--- src/rtl/edge_frame_compositor.sv ---
// edge_frame_compositor
// Raster-scans an IMG_W x IMG_H frame after the Sobel stage finishes. It merges
// the bbox edge BRAM (inside the bounding box) and the background edge BRAM
// (everywhere else) into one thresholded pixel stream, and counts edge pixels.
//
// Ports:
//   clka, reset          clock, asynchronous active-high reset
//   start                one-cycle frame start pulse (honoured only in IDLE)
//   thr_bg, thr_bb       background / bbox thresholds, latched on start
//   bg_en/bg_addr/bg_dout  background BRAM port (1-cycle read latency)
//   bb_en/bb_addr/bb_dout  bbox BRAM port (1-cycle read latency)
//   pix_data/pix_valid/pix_ready/pix_last  output pixel stream
//   busy, done           frame in progress / one-cycle completion pulse
//   edge_count           edge pixels handshaken in the current/last frame
module edge_frame_compositor #(
    parameter int IMG_W      = 256,
    parameter int IMG_H      = 256,
    parameter int BBOX_X0    = 106,
    parameter int BBOX_Y0    = 127,
    parameter int BBOX_X1    = 189,
    parameter int BBOX_Y1    = 169,
    parameter int BINARIZE   = 1,
    parameter int FIFO_DEPTH = 4
) (
    input  logic        clka,
    input  logic        reset,
    input  logic        start,
    input  logic [7:0]  thr_bg,
    input  logic [7:0]  thr_bb,
    output logic        bg_en,
    output logic [15:0] bg_addr,
    input  logic [7:0]  bg_dout,
    output logic        bb_en,
    output logic [15:0] bb_addr,
    input  logic [7:0]  bb_dout,
    output logic [7:0]  pix_data,
    output logic        pix_valid,
    input  logic        pix_ready,
    output logic        pix_last,
    output logic        busy,
    output logic        done,
    output logic [16:0] edge_count
);

    localparam int BBW = BBOX_X1 - BBOX_X0 + 1;
    localparam int CW  = $clog2(FIFO_DEPTH);

    typedef enum logic [1:0] {
        IDLE  = 2'd0,
        RUN   = 2'd1,
        DRAIN = 2'd2,
        FIN   = 2'd3
    } state_t;

    state_t        state_r;
    logic [15:0]   row_r, col_r;
    logic [7:0]    thr_bg_r, thr_bb_r;
    logic          bg_en_r, bb_en_r, busy_r, done_r;
    logic [15:0]   bg_addr_r, bb_addr_r;
    logic [16:0]   edge_count_r;

    // Tag pipe: stage 1 lines up with the BRAM address, stage 2 with its data.
    logic          v1_r, reg1_r, bord1_r, last1_r;
    logic          v2_r, reg2_r, bord2_r, last2_r;

    // FIFO entry layout: {last, edge, pixel}
    logic [9:0]    mem_r [FIFO_DEPTH];
    logic [CW-1:0] wr_ptr_r, rd_ptr_r;
    logic [CW:0]   count_r;
    logic          pix_valid_r;

    logic          in_box_s, border_s, last_pix_s, credit_s, issue_s, hs_s;
    logic [CW+1:0] occ_s;
    logic [15:0]   bg_addr_s, bb_addr_s;
    logic [7:0]    val_s, thr_s, pdata_s;
    logic          edge_s;
    logic [9:0]    head_s;
    logic [CW:0]   count_nxt_s;

    assign in_box_s   = (row_r >= 16'(BBOX_Y0)) && (row_r <= 16'(BBOX_Y1)) &&
                        (col_r >= 16'(BBOX_X0)) && (col_r <= 16'(BBOX_X1));
    assign border_s   = (row_r == 16'd0) || (col_r == 16'd0);
    assign last_pix_s = (row_r == 16'(IMG_H - 1)) && (col_r == 16'(IMG_W - 1));
    assign bg_addr_s  = row_r * 16'(IMG_W) + col_r;
    assign bb_addr_s  = (row_r - 16'(BBOX_Y0)) * 16'(BBW) + (col_r - 16'(BBOX_X0));

    // Credit counts reads still in the tag pipe so the FIFO can never overflow.
    assign occ_s    = (CW+2)'(count_r) + (CW+2)'(v1_r) + (CW+2)'(v2_r);
    assign credit_s = occ_s < (CW+2)'(FIFO_DEPTH);
    assign issue_s  = (state_r == RUN) && credit_s;

    // Border pixels never had a BRAM read; their value is forced to zero.
    assign val_s   = bord2_r ? 8'h00 : (reg2_r ? bb_dout : bg_dout);
    assign thr_s   = reg2_r ? thr_bb_r : thr_bg_r;
    assign edge_s  = val_s >= thr_s;
    assign pdata_s = (BINARIZE != 0) ? {8{edge_s}} : val_s;

    assign head_s = mem_r[rd_ptr_r];
    assign hs_s   = pix_valid_r && pix_ready;

    // Occupancy after this cycle's write (stage 2 valid) and read (handshake).
    always_comb begin
        count_nxt_s = count_r;
        case ({v2_r, hs_s})
            2'b10:   count_nxt_s = count_r + (CW+1)'(1);
            2'b01:   count_nxt_s = count_r - (CW+1)'(1);
            default: count_nxt_s = count_r;
        endcase
    end

    // Frame FSM, scan position, BRAM address issue, tag pipe and edge counter.
    always_ff @(posedge clka or posedge reset) begin
        if (reset) begin
            state_r      <= IDLE;
            row_r        <= 16'd0;
            col_r        <= 16'd0;
            thr_bg_r     <= 8'h00;
            thr_bb_r     <= 8'h00;
            bg_en_r      <= 1'b0;
            bb_en_r      <= 1'b0;
            bg_addr_r    <= 16'd0;
            bb_addr_r    <= 16'd0;
            busy_r       <= 1'b0;
            done_r       <= 1'b0;
            edge_count_r <= 17'd0;
            v1_r         <= 1'b0;
            reg1_r       <= 1'b0;
            bord1_r      <= 1'b0;
            last1_r      <= 1'b0;
            v2_r         <= 1'b0;
            reg2_r       <= 1'b0;
            bord2_r      <= 1'b0;
            last2_r      <= 1'b0;
        end else begin
            bg_en_r <= 1'b0;
            bb_en_r <= 1'b0;
            done_r  <= 1'b0;
            v1_r    <= issue_s;
            reg1_r  <= in_box_s;
            bord1_r <= border_s;
            last1_r <= last_pix_s;
            v2_r    <= v1_r;
            reg2_r  <= reg1_r;
            bord2_r <= bord1_r;
            last2_r <= last1_r;

            if ((state_r == IDLE) && start) begin
                edge_count_r <= 17'd0;
            end else if (hs_s && head_s[8]) begin
                edge_count_r <= edge_count_r + 17'd1;
            end else begin
                edge_count_r <= edge_count_r;
            end

            case (state_r)
                IDLE: begin
                    if (start) begin
                        state_r  <= RUN;
                        busy_r   <= 1'b1;
                        thr_bg_r <= thr_bg;
                        thr_bb_r <= thr_bb;
                        row_r    <= 16'd0;
                        col_r    <= 16'd0;
                    end else begin
                        state_r <= IDLE;
                    end
                end
                RUN: begin
                    if (issue_s) begin
                        if (border_s) begin
                            bg_en_r <= 1'b0;
                        end else if (in_box_s) begin
                            bb_en_r   <= 1'b1;
                            bb_addr_r <= bb_addr_s;
                        end else begin
                            bg_en_r   <= 1'b1;
                            bg_addr_r <= bg_addr_s;
                        end
                        if (col_r == 16'(IMG_W - 1)) begin
                            col_r <= 16'd0;
                            row_r <= row_r + 16'd1;
                        end else begin
                            col_r <= col_r + 16'd1;
                        end
                        if (last_pix_s) begin
                            state_r <= DRAIN;
                        end else begin
                            state_r <= RUN;
                        end
                    end else begin
                        state_r <= RUN;
                    end
                end
                DRAIN: begin
                    // The last token is the final FIFO entry, so its handshake
                    // also means the FIFO is empty.
                    if (hs_s && head_s[9]) begin
                        state_r <= FIN;
                        done_r  <= 1'b1;
                        busy_r  <= 1'b0;
                    end else begin
                        state_r <= DRAIN;
                    end
                end
                FIN: begin
                    state_r <= IDLE;
                end
                default: begin
                    state_r <= IDLE;
                end
            endcase
        end
    end

    // Output FIFO; the head entry drives the stream directly.
    always_ff @(posedge clka or posedge reset) begin
        if (reset) begin
            for (int i = 0; i < FIFO_DEPTH; i++) begin
                mem_r[i] <= 10'd0;
            end
            wr_ptr_r    <= '0;
            rd_ptr_r    <= '0;
            count_r     <= '0;
            pix_valid_r <= 1'b0;
        end else begin
            if (v2_r) begin
                mem_r[wr_ptr_r] <= {last2_r, edge_s, pdata_s};
                wr_ptr_r        <= wr_ptr_r + CW'(1);
            end
            if (hs_s) begin
                rd_ptr_r <= rd_ptr_r + CW'(1);
            end
            count_r     <= count_nxt_s;
            pix_valid_r <= count_nxt_s != '0;
        end
    end

    assign bg_en      = bg_en_r;
    assign bb_en      = bb_en_r;
    assign bg_addr    = bg_addr_r;
    assign bb_addr    = bb_addr_r;
    assign pix_valid  = pix_valid_r;
    assign pix_data   = head_s[7:0];
    assign pix_last   = head_s[9] & pix_valid_r;
    assign busy       = busy_r;
    assign done       = done_r;
    assign edge_count = edge_count_r;

endmodule

--- config.mk ---
export PLATFORM = sky130hd
export DESIGN_NAME = edge_frame_compositor
export DESIGN_NICKNAME = d
export VERILOG_FILES = /design/src/rtl/edge_frame_compositor.sv
export SDC_FILE = /design/constraint.sdc
export NUM_CORES = 1
export LEC_CHECK = 0
export ABC_AREA = 0
export BUFFER_PORTS_ARGS = -buffer_cell sky130_fd_sc_hd__buf_2
export CAP_MARGIN = 0
export CORE_UTILIZATION = 64
export CTS_CLUSTER_SIZE = 14
export DETAILED_ROUTE_END_ITERATION = 10
export GPL_ROUTABILITY_DRIVEN = 0
export PLACE_DENSITY = 0.95
export RECOVER_POWER = 100
export SETUP_SLACK_MARGIN = 0.3
export SYNTH_ARGS = -nofsm -noshare
export SYNTH_HDL_FRONTEND = slang
export SYNTH_SLANG_ARGS = --single-unit
--- constraint.sdc ---
create_clock -name clka -period 16.2 [get_ports clka]
set_input_delay 1.62 -clock clka [delete_from_list [all_inputs] [get_ports clka]]
set_output_delay 1.62 -clock clka [all_outputs]
set_load 0.005 [all_outputs]
; ---- Word-level counts from Yosys, hierarchy flattened
; Index checks and enable logic that the tools add are counted.
[totals]
in_bits = 36
ff_bits = 159
[op_classes]
n_bitwise = 5
n_mux = 37
n_eq_ne = 11
multipliers = 1
n_addsub = 13
reduce_logical = 24
order_cmp = 9
[op_table]
columns = cell, n
row1 = 2-to-1 mux 16 bit, 5
row2 = case mux 16 bit (2 select lines), 2
row3 = bitwise mux 40 bit, 1
row4 = 2-to-1 mux 17 bit, 2
row5 = "adder 16 x 1 -> 16 bit, second input constant", 2
row6 = adder 16 bit, 2
row7 = "== test 16 x 8 -> 1 bit, second input constant", 2
row8 = ">= comparator 16 x 7 -> 1 bit, second input constant", 2
row9 = "less-or-equal comparator 16 x 8 -> 1 bit, second input constant", 2
row10 = zero test 16 bit, 2
row11 = "subtractor 16 x 7 -> 16 bit, second input constant", 2
row12 = 2-to-1 mux 10 bit, 3
row13 = 2-to-1 mux 8 bit, 3
row14 = binary-select mux 10 bit (select 2 bit), 1
row15 = demux 10 bit (select 2 bit), 1
row16 = "adder 17 x 1 -> 17 bit, second input constant", 1
row17 = "multiplier 16 x 5 -> 14 bit, second input constant", 1
row18 = 2-to-1 mux 1 bit, 14
row19 = AND reduction 4 bit, 3
row20 = logical AND 1 bit, 10
row21 = >= comparator 8 bit, 1
row22 = "!= test 2 bit, second input constant", 4
row23 = case mux 2 bit (4 select lines), 1
row24 = "== test 2 bit, second input constant", 3
row25 = other kinds (21), 30

; ---- Longest topological paths before layout
[depth]
depth_word = 8
ltp_mapped = 24
depth_no_buf = 23

; ---- Least setup slack after synthesis
; Ideal clock, no wire load.
[synth_timing]
path_kind = reg2reg
startpoint = reg row_r[7]
endpoint = reg bb_addr_r[15] (netlist: bb_addr[15])
path_stages_with_launch = 24
setup_ns = 0.146
setup_slack_ns = 11.117
path_buffers = 1
arrival_time_ns = 4.937
cell_sequence = dfrtp_1 clkbuf_1 or3_1 nand2_1 inv_1 ha_1 ha_1 inv_1 fa_1 inv_1 ha_1 a21o_1 o21bai_1 a21o_1 a21oi_1 xor2_1 ha_1 inv_1 ha_1 nand4_1 nor3_1 a2111oi_0 xnor2_1 a21oi_1
[synth_between]
elab_chain_len = 5
elab_cells_between_ends = 12
cone_classes = 2 x add/sub / 1 x mul / 2 x order compare / 1 x bitwise / 6 x reduce/logical
[synth_lines]
columns = element, line
row1 = from (decl), 56  ; logic [15:0] row_r, col_r;
row2 = from (signal assigned), 181  ; row_r <= row_r + 16'd1;
row3 = branches (longest 5 deep; another with subtractor 16 x 7 -> 16 bit), -
row4 = to (signal assigned), 174  ; bb_addr_r <= bb_addr_s;
row5 = to (decl), 59  ; logic [15:0] bg_addr_r, bb_addr_r;
; Parallel ways; which one is timed is not known.
; A chain may end at the register's enable or synchronous reset.

==> out/metrics.yaml <==
worst_setup_path:
  crit_path_end: "count_r[0]"
  crit_fanout: 67
  worst_setup_path_start_kind: "input port"
  cp.required_ns: 15.97
  crit_chain: "buf_2 > clkinvlp_2 > clkbuf_1"
  startpoint: "reset"
  crit_cells: 3
  slowest_stage: "clkbuf_1"
  end_kind: "async pin"
  cpPeakStageDelay_ns: 2.47
  crit_buf_inv: 3
  r2r_setup_slack_ns: 10.45
  critPathTopFamily: "buffers and inverters"
  r2r_cells: 23
  r2r_start: "row_r[0]"
  crit_arrival_ns: 5.82
  criticalPathCategory: "in -> async"
  reg2reg_to: "bb_addr[15]"
power:
  ir_drop_mv: 0.08539
  leakagePower_nw: 4.545
  power_density_nw_per_um2: 139.3
  finalPower_mw: 1.289
synthesis:
  syn_area_per_cell_um2: 9.772
  yosys_warnings: 0
  seq_area_frac_synth_pct: 38.58
  async_reset_ff_share_pct: 100.0
  synthesis.nets: 974
  synth_edf_count: 0
  syn_area_um2: 8238
  synth-main-ff-cell: "dfrtp_1"
  synth_seq_cells: 127
  synthCells: 843
  synth_cell_types: 57
floorplanning:
  core_area_um2: 12570
  ios: 99
  rows: 41
  start_util_pct: 65.55
  fp.dieArea_um2: 13330
  die_y_um: 115.5
  chipWidth_um: 115.5
finish:
  diodes: 0
  nFillCells: 840
  final_cell_mix: "dfrtp_1 (127), ha_1 (85), inv_1 (80)"
  final_nets: 1059
  drive_gt1_share_pct: 14.56
  layout_commonest_cell: "dfrtp_1"
  final_core_util_pct: 73.67
  instances_no_fill: 1113
  syn_to_final_growth_pct: 12.39
  design_area_um2: 9259
clock_tree:
  numCtsBuffers: 17
  cts_setup_buffers: 0
  clk_latency_ns: 0.43
  cts_tree: "yes"
  clock-sinks: 127
  cts.path.max_buffers: 2
  htree_levels: 4
  cts-resized-gates: 0
  cts.clk_slew.worst_paths_ns: 0.05
  cts_hold_buf: 0
  root_buffer: "clkbuf_16"
worst_hold_path:
  min_path_cells: 0
  min_path_type: "reg -> reg"
timing:
  skew_ns: 0.01355
  period_minus_slack_ns: 6.047
  timing.final.crit_share_pct: 37.33
  fmaxAchievable_mhz: 165.4
  relSlewSlack_pct: -124.3
  worst_pin_slew_ns: 3.365
  rsz0062_at_grt: "no"
  whs_ns: 0.3480
  setup_ws_ns: 10.15
  final.setup.tns_ns: 0
  setup_viol: 0
  slew_viol_final: 173
  hold_viol: 0
placed_design:
  placed_cell_area_um2: 8788
  post-place-cells: 1081
  dp_hpwl_mm: 13.45
  post-place-ws_ns: 10.63
  io_buffers: 98
grt:
  grt_pass1_wl_mm: 31.19
  grt_start_max_net_pins: 68
  overflow: 0
  grt_use_total_pct: 30.74
  antenna_found_initial: 0
  grt_pass1_vias: 6617
run_status:
  outcome: "finished, violations left"
  violations: "capacitance limit, slew limit"
routing:
  dr.pass1.iters: 6
  ant_nets: 0
  viasPerCell: 5.888
  dr.first_iter.drc_count: 636
  num_vias: 6553
  drt-total-wl_mm: 19.41
  drt-wirelength-per-cell_um: 17.44
  drc: 0
run:
  max-cap-violations: 3
routing by layer:
layer	vias to the layer above	track usage [%]	wire length, um
met5	-	0	0
met4	0	16.10	673
met3	68	8.107	1330
met2	293	52.97	9804
met1	3146	35.19	7605
li1	3046	-	-
cell usage after synthesis, types with 3 or more instances:
cell type / n / area, um^2
a21o_1: 19 / 142.6
a21oi_1: 30 / 150.1
a41oi_1: 4 / 35.03
and2_1: 5 / 31.28
and3_1: 5 / 31.28
buf_2: 7 / 35.03
buf_4: 7 / 52.55
clkbuf_1: 15 / 56.30
dfrtp_1: 127 / 3178
fa_1: 10 / 200.2
ha_1: 85 / 1064
inv_1: 81 / 304.0
mux2_1: 3 / 33.78
mux2_2: 35 / 394.1
mux2i_1: 22 / 220.2
nand2_1: 74 / 277.8
nand2b_1: 8 / 50.05
nand3_1: 11 / 55.05
nand4_1: 14 / 87.58
nor2_1: 61 / 229.0
nor2b_1: 6 / 37.54
nor3_1: 11 / 55.05
nor4_1: 8 / 50.05
o21ai_0: 59 / 295.3
o21bai_1: 3 / 22.52
o31ai_1: 7 / 52.55
or2_2: 6 / 37.54
or3_1: 15 / 93.84
xnor2_1: 31 / 271.5
xor2_1: 40 / 350.3
cell type report:
class | instances | area, um^2 | share of cell area (%)
clock buffers | 20 | 456.7 | 4.932
clock inverters | 12 | 110.1 | 1.189
inverters | 81 | 305.3 | 3.297
multi-input cells | 601 | 4542 | 49.05
flip-flops and latches | 127 | 3178 | 34.32
well taps | 172 | 215.2 | 2.324
repair buffers | 100 | 451.7 | 4.878
how the worst min path moves through the flow:
stage / endpoint / startpoint
floorplan: bord2_r / bord1_r
global placement: reg2_r / reg1_r
detailed placement: bord2_r / bord1_r
CTS: reg2_r / reg1_r
global route: last2_r / last1_r
finish: reg2_r / reg1_r
registers in the layout, indices dropped and copies added, names as in the netlist, 2 cells and up, named ones only:
register,count
thr_bg_r,8
mem_r,8
count_r,3
bb_addr,16
col_r,16
wr_ptr_r,2
row_r,16
edge_count,17
thr_bb_r,8
rd_ptr_r,2
bg_addr,16
power by group:
group | switching (mW) | internal (mW)
combinational | 0.268 | 0.211
sequential | 0.0708 | 0.374
clock | 0.146 | 0.219
logic make-up after synthesis:
kind of cell	Yosys count	synth area share, %
simple gates	234	13.70
mux	62	8.414
fa+ha+maj	95	15.34
buf+inv	115	5.787
compound gates	138	10.36
flops	127	38.58
xor+xnor	72	7.822
Note: power is estimated with default switching activity, not from simulation.
